**config.mk**
```make
export PLATFORM = sky130hd
export DESIGN_NAME = muldiv_sequencer_flat
export DESIGN_NICKNAME = d
export VERILOG_FILES = /design/src/rtl/muldiv_sequencer_pkg.sv /design/src/rtl/muldiv_sequencer_if.sv /design/src/rtl/muldiv_sequencer_twos_comp_abs.sv /design/src/rtl/muldiv_sequencer.sv /design/src/flat_wrapper.sv
export SDC_FILE = /design/constraint.sdc
export NUM_CORES = 1
export LEC_CHECK = 0
export ABC_AREA = 0
export ABC_CLOCK_PERIOD_IN_PS = 6800
export BUFFER_PORTS_ARGS = -buffer_cell sky130_fd_sc_hd__buf_2
export CORE_ASPECT_RATIO = 0.9
export CORE_MARGIN = 2
export CORE_UTILIZATION = 51
export DETAILED_ROUTE_END_ITERATION = 12
export PLACE_DENSITY_LB_ADDON = 0.25
export SETUP_SLACK_MARGIN = 0.02
export SLEW_MARGIN = 20
export SYNTH_ARGS = -nofsm -noshare
export SYNTH_HDL_FRONTEND = slang
export SYNTH_SLANG_ARGS = --single-unit
```
**constraint.sdc**
```tcl
create_clock -name clk -period 6.8 [get_ports clk]
set_input_delay 0.68 -clock clk [delete_from_list [all_inputs] [get_ports clk]]
set_output_delay 0.68 -clock clk [all_outputs]
set_load 0.02 [all_outputs]
```
**src/rtl/muldiv_sequencer_pkg.sv**
```systemverilog
// Shared constants and state type for the iterative multiply/divide unit.
package muldiv_pkg;

   localparam logic [5:0] FUNCT_MULT  = 6'b011000;
   localparam logic [5:0] FUNCT_MULTU = 6'b011001;
   localparam logic [5:0] FUNCT_DIV   = 6'b011010;
   localparam logic [5:0] FUNCT_DIVU  = 6'b011011;

   localparam logic [31:0] DIV0_LO = 32'hFFFF_FFFF;

   typedef enum logic [2:0] {
      IDLE,
      LOAD,
      RUN,
      FIXUP,
      DONE
   } muldiv_state_t;

   function automatic logic funct_legal(logic [5:0] f);
      return f inside {FUNCT_MULT, FUNCT_MULTU, FUNCT_DIV, FUNCT_DIVU};
   endfunction

endpackage

```
**src/rtl/muldiv_sequencer_if.sv**
```systemverilog
// Execute-stage request/result bundle for the multiply/divide unit.
interface muldiv_sequencer_if #(
   parameter int WIDTH = 32
);

   logic             start;
   logic [5:0]       funct;
   logic [WIDTH-1:0] operand_a;
   logic [WIDTH-1:0] operand_b;
   logic             flush;
   logic             hi_lo_access;
   logic             busy;
   logic             stall;
   logic [WIDTH-1:0] HI_result;
   logic [WIDTH-1:0] LO_result;
   logic             HI_LO_write;

   modport master (
      output start, funct, operand_a, operand_b, flush, hi_lo_access,
      input  busy, stall, HI_result, LO_result, HI_LO_write
   );

   modport slave (
      input  start, funct, operand_a, operand_b, flush, hi_lo_access,
      output busy, stall, HI_result, LO_result, HI_LO_write
   );

endinterface

```
**src/rtl/muldiv_sequencer_twos_comp_abs.sv**
```systemverilog
// Conditional two's-complement negate, used for operand abs and result sign fixup.
module twos_comp_abs #(
   parameter int WIDTH = 32
) (
   input  logic [WIDTH-1:0] in_i,
   input  logic             negate_en_i,
   output logic [WIDTH-1:0] out_o
);

   assign out_o = negate_en_i ? -in_i : in_i;

endmodule

```
**src/rtl/muldiv_sequencer.sv**
```systemverilog
// Iterative MULT/MULTU/DIV/DIVU sequencer owning the HI/LO write port.
// Optional MULDIV_EARLY_TERM_EN: multiply leaves RUN once remaining multiplier bits are zero.
module muldiv_sequencer
   import muldiv_pkg::*;
#(
   parameter int WIDTH = 32,
   parameter int ITER  = 32
) (
   input logic               clk,
   input logic               reset_n,
   muldiv_sequencer_if.slave bus
);

   localparam int CW = $clog2(ITER);
   localparam int PW = 2 * WIDTH;

   muldiv_state_t    state_q, state_d;
   logic [CW-1:0]    cnt_q, cnt_d;
   logic [WIDTH-1:0] a_q, a_d;
   logic [WIDTH-1:0] b_q, b_d;
   logic             is_div_q, is_div_d;
   logic             is_sgn_q, is_sgn_d;
   logic             sgn_q, sgn_d;
   logic             rsgn_q, rsgn_d;
   logic [PW-1:0]    prod_q, prod_d;
   logic [PW-1:0]    mcand_q, mcand_d;
   logic [WIDTH-1:0] mplier_q, mplier_d;
   logic [WIDTH:0]   rem_q, rem_d;
   logic [WIDTH-1:0] hi_q, hi_d;
   logic [WIDTH-1:0] lo_q, lo_d;

   logic [WIDTH-1:0] abs_a, abs_b;
   logic [WIDTH-1:0] quo_fix, rem_fix;
   logic [PW-1:0]    prod_fix;
   logic [WIDTH:0]   rem_sh;
   logic [WIDTH+1:0] diff;
   logic             busy;

   twos_comp_abs #(.WIDTH(WIDTH)) u_abs_a (
      .in_i(a_q), .negate_en_i(is_sgn_q & a_q[WIDTH-1]), .out_o(abs_a)
   );
   twos_comp_abs #(.WIDTH(WIDTH)) u_abs_b (
      .in_i(b_q), .negate_en_i(is_sgn_q & b_q[WIDTH-1]), .out_o(abs_b)
   );
   twos_comp_abs #(.WIDTH(PW)) u_neg_prod (
      .in_i(prod_q), .negate_en_i(sgn_q), .out_o(prod_fix)
   );
   twos_comp_abs #(.WIDTH(WIDTH)) u_neg_quo (
      .in_i(mplier_q), .negate_en_i(sgn_q), .out_o(quo_fix)
   );
   twos_comp_abs #(.WIDTH(WIDTH)) u_neg_rem (
      .in_i(rem_q[WIDTH-1:0]), .negate_en_i(rsgn_q), .out_o(rem_fix)
   );

   // Restoring step: mplier_q doubles as dividend/quotient shift register.
   assign rem_sh = {rem_q[WIDTH-1:0], mplier_q[WIDTH-1]};
   assign diff   = {rem_q, mplier_q[WIDTH-1]} - {2'b00, mcand_q[WIDTH-1:0]};

   always_comb begin
      state_d  = state_q;
      cnt_d    = cnt_q;
      a_d      = a_q;
      b_d      = b_q;
      is_div_d = is_div_q;
      is_sgn_d = is_sgn_q;
      sgn_d    = sgn_q;
      rsgn_d   = rsgn_q;
      prod_d   = prod_q;
      mcand_d  = mcand_q;
      mplier_d = mplier_q;
      rem_d    = rem_q;
      hi_d     = hi_q;
      lo_d     = lo_q;
      unique case (state_q)
         IDLE: begin
            if (bus.start && funct_legal(bus.funct)) begin
               a_d      = bus.operand_a;
               b_d      = bus.operand_b;
               is_div_d = (bus.funct == FUNCT_DIV) || (bus.funct == FUNCT_DIVU);
               is_sgn_d = (bus.funct == FUNCT_MULT) || (bus.funct == FUNCT_DIV);
               state_d  = LOAD;
            end
         end
         LOAD: begin
            sgn_d    = is_sgn_q & (a_q[WIDTH-1] ^ b_q[WIDTH-1]);
            rsgn_d   = is_sgn_q & a_q[WIDTH-1];
            mcand_d  = {{WIDTH{1'b0}}, (is_div_q ? abs_b : abs_a)};
            mplier_d = is_div_q ? abs_a : abs_b;
            prod_d   = '0;
            rem_d    = '0;
            cnt_d    = '0;
            state_d  = RUN;
         end
         RUN: begin
            cnt_d = cnt_q + CW'(1);
            if (is_div_q) begin
               if (diff[WIDTH+1]) begin
                  rem_d    = rem_sh;
                  mplier_d = {mplier_q[WIDTH-2:0], 1'b0};
               end else begin
                  rem_d    = diff[WIDTH:0];
                  mplier_d = {mplier_q[WIDTH-2:0], 1'b1};
               end
            end else begin
               if (mplier_q[0]) prod_d = prod_q + mcand_q;
               mcand_d  = mcand_q << 1;
               mplier_d = mplier_q >> 1;
            end
            if (cnt_q == CW'(ITER - 1)) state_d = FIXUP;
`ifdef MULDIV_EARLY_TERM_EN
            if (!is_div_q && (mplier_q == '0)) state_d = FIXUP;
`else
`endif
         end
         FIXUP: begin
            if (!is_div_q) begin
               {hi_d, lo_d} = prod_fix;
            end else if (b_q == '0) begin
               hi_d = a_q;
               lo_d = WIDTH'(DIV0_LO);
            end else begin
               hi_d = rem_fix;
               lo_d = quo_fix;
            end
            state_d = DONE;
         end
         DONE: state_d = IDLE;
         default: state_d = IDLE;
      endcase
      // Cancelled ops must leave HI/LO untouched.
      if (bus.flush && (state_q != IDLE)) begin
         state_d = IDLE;
         hi_d    = hi_q;
         lo_d    = lo_q;
      end
   end

   always_ff @(posedge clk or negedge reset_n) begin
      if (!reset_n) begin
         state_q  <= IDLE;
         cnt_q    <= '0;
         a_q      <= '0;
         b_q      <= '0;
         is_div_q <= 1'b0;
         is_sgn_q <= 1'b0;
         sgn_q    <= 1'b0;
         rsgn_q   <= 1'b0;
         prod_q   <= '0;
         mcand_q  <= '0;
         mplier_q <= '0;
         rem_q    <= '0;
         hi_q     <= '0;
         lo_q     <= '0;
      end else begin
         state_q  <= state_d;
         cnt_q    <= cnt_d;
         a_q      <= a_d;
         b_q      <= b_d;
         is_div_q <= is_div_d;
         is_sgn_q <= is_sgn_d;
         sgn_q    <= sgn_d;
         rsgn_q   <= rsgn_d;
         prod_q   <= prod_d;
         mcand_q  <= mcand_d;
         mplier_q <= mplier_d;
         rem_q    <= rem_d;
         hi_q     <= hi_d;
         lo_q     <= lo_d;
      end
   end

   assign busy            = (state_q != IDLE);
   assign bus.busy        = busy;
   assign bus.stall       = busy & bus.hi_lo_access;
   assign bus.HI_result   = hi_q;
   assign bus.LO_result   = lo_q;
   assign bus.HI_LO_write = (state_q == DONE) & ~bus.flush;

endmodule

```
**src/flat_wrapper.sv**
```systemverilog
// flat-port wrapper written by rule: the top's interface ports become plain ports
module muldiv_sequencer_flat import muldiv_pkg::*;
#(
   parameter int WIDTH = 32,
   parameter int ITER  = 32
)
  (clk, reset_n, bus_start, bus_funct, bus_operand_a, bus_operand_b, bus_flush, bus_hi_lo_access, bus_busy, bus_stall, bus_HI_result, bus_LO_result, bus_HI_LO_write);
  muldiv_sequencer_if #(.WIDTH(WIDTH)) bus_i ();
  input logic clk;
  input logic reset_n;
  input wire logic [$bits(bus_i.start)-1:0] bus_start;
  input wire logic [$bits(bus_i.funct)-1:0] bus_funct;
  input wire logic [$bits(bus_i.operand_a)-1:0] bus_operand_a;
  input wire logic [$bits(bus_i.operand_b)-1:0] bus_operand_b;
  input wire logic [$bits(bus_i.flush)-1:0] bus_flush;
  input wire logic [$bits(bus_i.hi_lo_access)-1:0] bus_hi_lo_access;
  output wire logic [$bits(bus_i.busy)-1:0] bus_busy;
  output wire logic [$bits(bus_i.stall)-1:0] bus_stall;
  output wire logic [$bits(bus_i.HI_result)-1:0] bus_HI_result;
  output wire logic [$bits(bus_i.LO_result)-1:0] bus_LO_result;
  output wire logic [$bits(bus_i.HI_LO_write)-1:0] bus_HI_LO_write;
  assign bus_i.start = bus_start;
  assign bus_i.funct = bus_funct;
  assign bus_i.operand_a = bus_operand_a;
  assign bus_i.operand_b = bus_operand_b;
  assign bus_i.flush = bus_flush;
  assign bus_i.hi_lo_access = bus_hi_lo_access;
  assign bus_busy = bus_i.busy;
  assign bus_stall = bus_i.stall;
  assign bus_HI_result = bus_i.HI_result;
  assign bus_LO_result = bus_i.LO_result;
  assign bus_HI_LO_write = bus_i.HI_LO_write;
  muldiv_sequencer #(.WIDTH(WIDTH), .ITER(ITER)) u_core (.clk(clk), .reset_n(reset_n), .bus(bus_i));
endmodule
```
Word-level counts from Yosys, hierarchy flattened
Index checks and enable logic that the tools add are counted.
{"block": "totals", "word_cells": 86, "output_inout_bits": 67, "input_bits": 75, "regBits": 333}
{"block": "op_classes", "n_eq_ne": 14, "mux": 27, "bitwise": 8, "n_addsub": 8, "reduce_logical": 15}
{"op": "$mux 32", "n": 11}
{"op": "$mux 64", "n": 4}
{"op": "$pmux 64 s2", "n": 2}
{"op": "$neg 32->32", "n": 4}
{"op": "$mux 33", "n": 2}
{"op": "$pmux 33 s2", "n": 1}
{"op": "$add 64x64->64", "n": 1}
{"op": "$neg 64->64", "n": 1}
{"op": "$pmux 32 s2", "n": 1}
{"op": "$sub 34x32->34", "n": 1}
{"op": "$logic_not 32->1", "n": 1}
{"op": "$eq 6x5->1 const B", "n": 4}
{"op": "$pmux 3 s4", "n": 1}
{"op": "$pmux 5 s2", "n": 1}
{"op": "$reduce_and 2->1", "n": 5}
{"op": "$mux 3", "n": 3}
{"op": "$eq 3x2->1 const B", "n": 2}
{"op": "$ne 3x1->1 const B", "n": 2}
{"op": "$add 5x1->5 const B", "n": 1}
{"op": "$and 1x1->1", "n": 5}
{"op": "$eq 5x5->1 const B", "n": 1}
{"op": "$ne 2x1->1 const B", "n": 2}
{"op": "$reduce_bool 4->1", "n": 1}
{"op": "$eq 3x1->1 const B", "n": 1}
{"op": "other kinds (11)", "n": 14}

Depth between registers and ports, before layout
{"block": "depth", "depth_word": 6, "ltp_mapped": 14, "depth_no_buf": 14}

Modules after synthesis
A second synthesis with hierarchy kept.
{"block": "hier_totals", "cells_unflattened": 2931, "area_unflattened_um2": 25115.3}
{"mod": "muldiv_sequencer", "area_per_inst_um2": 20631.0, "seq_area_each_um2": 8333.0, "instances": 1, "cells_per_inst": 2319}
{"mod": "twos_comp_abs at u_core.u_abs_a ...", "area_per_inst_um2": 767.0, "seq_area_each_um2": 0.0, "instances": 2, "cells_per_inst": 108}
{"mod": "twos_comp_abs at u_core.u_neg_quo ...", "area_per_inst_um2": 748.2, "seq_area_each_um2": 0.0, "instances": 2, "cells_per_inst": 99}
{"mod": "twos_comp_abs at u_core.u_neg_prod", "area_per_inst_um2": 1453.9, "seq_area_each_um2": 0.0, "instances": 1, "cells_per_inst": 198}

Worst setup path before layout
No wires, ideal clock.
{"block": "synth_path", "path_type": "register -> register", "start": "register u_core.prod_q[3]", "end": "register u_core.prod_q[57]", "setup_slack_ns": 3.681, "synth_period_minus_slack_ns": 3.119, "path_stages_with_launch": 12, "path_buffers": 0, "setup_time_ns": 0.069, "arrival_time_ns": 3.050, "required_ns": 6.731, "cell_sequence": "dfrtp_1 -> ha_1 -> o21ai_0 -> o211ai_1 -> o21ai_0 -> o21ai_0 -> nand3_1 -> and3_1 -> o31ai_1 -> a21oi_1 -> or4b_2 -> nand3_1"}
{"block": "synth_via", "elab_chain_cells": 4}
{"item": "start, declared", "line": "muldiv_sequencer.sv:25", "text": "logic [PW-1:0] prod_q, prod_d;"}
{"item": "start signal, assigned", "line": "muldiv_sequencer.sv:163", "text": "prod_q <= prod_d;"}
{"item": "$add 64x64->64", "line": "muldiv_sequencer.sv:105", "text": "if (mplier_q[0]) prod_d = prod_q + mcand_q;"}
{"item": "$mux 64", "line": "muldiv_sequencer.sv:105"}
{"item": "$mux 64", "line": "muldiv_sequencer.sv:96", "text": "if (is_div_q) begin"}
{"item": "$pmux 64 s2", "line": "muldiv_sequencer.sv:74", "text": "unique case (state_q)"}
Every way passes these cells. The select of a mux whose other input is x is not followed.
A chain may end at the register's enable or synchronous reset.

Worst setup path in the final report
{"block": "layout_path", "start": "register u_core.rem_q[8]", "end": "register u_core.rem_q[0]"}
{"block": "layout_via", "elab_chain_cells": 4}
{"item": "start, declared", "line": "muldiv_sequencer.sv:28", "text": "logic [WIDTH:0] rem_q, rem_d;"}
{"item": "start signal, assigned", "line": "muldiv_sequencer.sv:166", "text": "rem_q <= rem_d;"}
{"item": "$sub 34x32->34", "line": "muldiv_sequencer.sv:57", "text": "assign diff = {rem_q, mplier_q[WIDTH-1]} - {2'b00, mcand_q[WIDTH-1:0]};"}
{"item": "$mux 33", "line": "muldiv_sequencer.sv:97", "text": "if (diff[WIDTH+1]) begin"}
{"item": "$mux 33", "line": "muldiv_sequencer.sv:96"}
{"item": "$pmux 33 s2", "line": "muldiv_sequencer.sv:74"}
Every way passes these cells. The select of a mux whose other input is x is not followed.

==> impl_metrics.env <==
export IMPL_detail_route_wl_per_cell_um=22.9
export IMPL_worst_slew_pin_transition_ns=0.995
export IMPL_grt_antenna_before_repair=1
export IMPL_tns_ns=0
export IMPL_diodes=0
export IMPL_ctsHoldBuffers=0
export IMPL_pre_repair_dr_iteration_count=7
export IMPL_setup_repair_after_global_routing_missed_its_margin="false"
export IMPL_detail_route_drc_violations=0
export IMPL_syn_inst=2876
export IMPL_grt_first_pass_wirelength_mm=125
export IMPL_crit_reg2reg_capture="u_core.rem_q[0]$_DFFE_PN0P_"
export IMPL_async_flop_share=1.00
export IMPL_final_layout_size_suffix_gt1_frac=0.112
export IMPL_synth_yosys_seq_area_share=0.347
export IMPL_final_hold_violation_count=0
export IMPL_total_die_area_mm2=0.0488
export IMPL_synth_top_cells_by_area="sky130_fd_sc_hd__dfrtp_1, sky130_fd_sc_hd__o21ai_0, sky130_fd_sc_hd__nand2_1, sky130_fd_sc_hd__xnor2_1, sky130_fd_sc_hd__ha_1"
export IMPL_cts_clk_slew_worst_paths_ns=0.06
export IMPL_post_dr_vias_cell=6.30
export IMPL_cp_data_required_time_ns=7.28
export IMPL_crit_path_max_fanout=20
export IMPL_globalRouteOverflowTotal=0
export IMPL_postSynthAreaPerCell_um2=8.34
export IMPL_nets=3078
export IMPL_dp_cells=3474
export IMPL_power_per_cell_area_mw_per_mm2=286
export IMPL_worstRegToRegCells=11
export IMPL_synth_top_area_share=0.347
export IMPL_setup_viol=0
export IMPL_floorplan_io_pins=142
export IMPL_dr_first_iter_drc_count=2622
export IMPL_static_leakage_power_nw=12.0
export IMPL_tritoncts_num_sinks=333
export IMPL_number_of_maximum_capacitance_violations=0
export IMPL_detailroute_via_count=22300
export IMPL_ys_warn_count=0
export IMPL_die_width_um=233
export IMPL_cts_tree="built"
export IMPL_area_growth_syn_to_fin_pct=9.64
export IMPL_timing_clock_skew_ns=0.0216
export IMPL_final_max_slew_violation_count=0
export IMPL_tritoncts_num_buffers=38
export IMPL_synth_ff_latch_count=333
export IMPL_ys_types=76
export IMPL_placed_area_mm2=0.0250
export IMPL_synth_top_area_cell="sky130_fd_sc_hd__dfrtp_1"
export IMPL_core_region_area_mm2=0.0465
export IMPL_grt_pass1_vias=20700
export IMPL_detail_route_wirelength_mm=81.2
export IMPL_reg2reg_slack_ns=2.72
export IMPL_most_common_layout_cells="sky130_fd_sc_hd__nand2_1, sky130_fd_sc_hd__dfrtp_1, sky130_fd_sc_hd__o21ai_0"
export IMPL_layout_commonest_cell="sky130_fd_sc_hd__nand2_1"
export IMPL_highest_attainable_clock_frequency_mhz=245
export IMPL_peakVddDrop_uv=325
export IMPL_syn_nets=3055
export IMPL_ctsRootBufferMaster="sky130_fd_sc_hd__clkbuf_16"
export IMPL_clock_insertion_delay_worst_skew_ns=0.57
export IMPL_htree_levels=2
export IMPL_worstReg2RegStart="u_core.rem_q[8]$_DFFE_PN0P_"
export IMPL_post_cts_setup_bufs=0
export IMPL_antenna_violating_nets_post_route=0
export IMPL_worstHoldPathType="in -> async"
export IMPL_fin_crit_ns=4.08
export IMPL_cp_arrival_ns=4.56
export IMPL_post_route_fraction_of_the_period_consumed_by_the_critical_path=0.600
export IMPL_synth_cell_area_mm2=0.0240
export IMPL_worstSetupEndpointType="flip-flop"
export IMPL_initial_utilization=0.515
export IMPL_clock_tree_buffer_depth=3
export IMPL_status="complete, no violations"
export IMPL_globalplace_congestion=0.990
export IMPL_grt_max_degree=163
export IMPL_number_of_flops_mapped_to_enable_cells_by_yosys=0
export IMPL_placementRows=75
export IMPL_place_detailed_hpwl_mm=60.4
export IMPL_global_route_usage_sum=0.334
export IMPL_die_y_um=210
export IMPL_post_cts_resized=0
export IMPL_synth_flop_cell="sky130_fd_sc_hd__dfrtp_1"
export IMPL_stdcell_area_mm2=0.0263
export IMPL_port_buffers=141
export IMPL_critical_path_class="reg -> reg"
export IMPL_finalNonFillerCells=3541
export IMPL_layout_filler_cells=4296
export IMPL_startpoint_types="flip-flop"
export IMPL_max_slew_margin_rel=0.337
## metal layers
metal  vias to the layer above  wire (um)  part of all wire  GRT usage
met1                     10700      36300              0.45      0.493
met2                      1051      34200              0.42      0.484
li1                      10400          -                 -          -
met4                         0       3800             0.047      0.142
met3                       163       6890             0.085     0.0530
met5                         -          0                 0          0
## worst max path at each step
| stage | start | endpoint | slack, ns |
|---|---|---|---|
| after detailed placement | u_core.rem_q[8]$_DFFE_PN0P_ | u_core.rem_q[0]$_DFFE_PN0P_ | 2.79 |
| after floorplan | u_core.prod_q[3]$_DFFE_PN0P_ | u_core.prod_q[57]$_DFFE_PN0P_ | 3.68 |
| after CTS | u_core.rem_q[8]$_DFFE_PN0P_ | u_core.rem_q[0]$_DFFE_PN0P_ | 2.77 |
| final | u_core.rem_q[8]$_DFFE_PN0P_ | u_core.rem_q[0]$_DFFE_PN0P_ | 2.72 |
| after global routing | u_core.rem_q[8]$_DFFE_PN0P_ | u_core.rem_q[0]$_DFFE_PN0P_ | 2.52 |
| after global placement | u_core.rem_q[8]$_DFFE_PN0P_ | u_core.rem_q[0]$_DFFE_PN0P_ | 2.94 |
## where the power goes
group | total [W] | leakage [nW] | internal (W) | switching, W
Clock | 0.00210 | 0.603 | 0.00122 | 0.000874
Combinational | 0.00253 | 7.02 | 0.000986 | 0.00155
Sequential | 0.00288 | 4.38 | 0.00226 | 0.000621
Total | 0.00752 | 12.0 | 0.00447 | 0.00304
## kinds of logic (layout without fill, tap and decap cells)
logic type	Yosys count	count (layout)	share of synthesized area
muxes	130	130	0.0579
AOI/OAI and AO/OA	931	931	0.237
xor gates and xnor gates	266	266	0.0972
DFF	333	333	0.347
buffers and inverters	253	302	0.0399
and+or+nand+nor	859	859	0.165
adders and majority gates	104	104	0.0549
## Yosys cell counts, drive strengths merged, types with 16 or more instances
cell type and instances:
nor3 27, ha 102, and2 20, nand2b 20, o211ai 29, and3 18, o22ai 29, or3 35
mux2i 60, o21a 16, o41ai 25, nand2 391, a211oi 73, buf 26, mux2 70, or4 25
xnor2 148, clkbuf 157, a21oi 222, inv 70, dfrtp 333, nand3 62, o31ai 63, xor2 118
nor4 16, nor2b 18, nor2 170, a31oi 25, o21ai 324, a21o 51, nand4 30
## worst max-delay path, stage by stage (launching register included)
cell                        delay, ns
sky130_fd_sc_hd__dfrtp_1         0.49
sky130_fd_sc_hd__ha_1            0.42
sky130_fd_sc_hd__and3_1          0.24
sky130_fd_sc_hd__nand2_1         0.07
sky130_fd_sc_hd__a21o_1          0.15
sky130_fd_sc_hd__a21oi_1         0.31
sky130_fd_sc_hd__o211a_1         0.31
sky130_fd_sc_hd__a2111oi_0       0.17
sky130_fd_sc_hd__nor4bb_4        0.85
sky130_fd_sc_hd__buf_4           0.42
sky130_fd_sc_hd__mux2_2          0.36
sky130_fd_sc_hd__o21ai_0         0.18
## per-stage QoR
step	setup WS (ns)	utilization	hold slack, ns	power (W)
finish	2.72	0.565	0.105	0.00752
global route	2.52	0.565	0.180	0.00791
CTS	2.77	0.564	0.176	0.00747
detailed placement	2.79	0.538	0.460	0.00535
global placement	2.94	0.538	0.458	0.00531
floorplan	3.68	-	0.384	0.00444
## flip-flops by register name, indices dropped and copies added, names as in the netlist
signal,cells
u_core.cnt_q,5
u_core.mplier_q,32
u_core.bus.HI_result,32
u_core.a_q,32
u_core.mcand_q,64
u_core.is_sgn_q,1
u_core.state_q,3
u_core.rsgn_q,1
u_core.rem_q,33
u_core.sgn_q,1
u_core.b_q,32
u_core.prod_q,64
u_core.is_div_q,1
u_core.bus.LO_result,32
## final cells by class
| type | count | area, um^2 | area share |
|---|---|---|---|
| clock buffers | 53 | 1080 | 0.0410 |
| clock inverters | 13 | 156 | 0.00595 |
| inverters | 70 | 263 | 0.00999 |
| multi-input cells | 2290 | 14800 | 0.561 |
| flip-flops and latches | 333 | 8340 | 0.317 |
| well taps | 616 | 771 | 0.0293 |
| repair buffers | 166 | 932 | 0.0355 |
(Power assumes the default switching activity.)
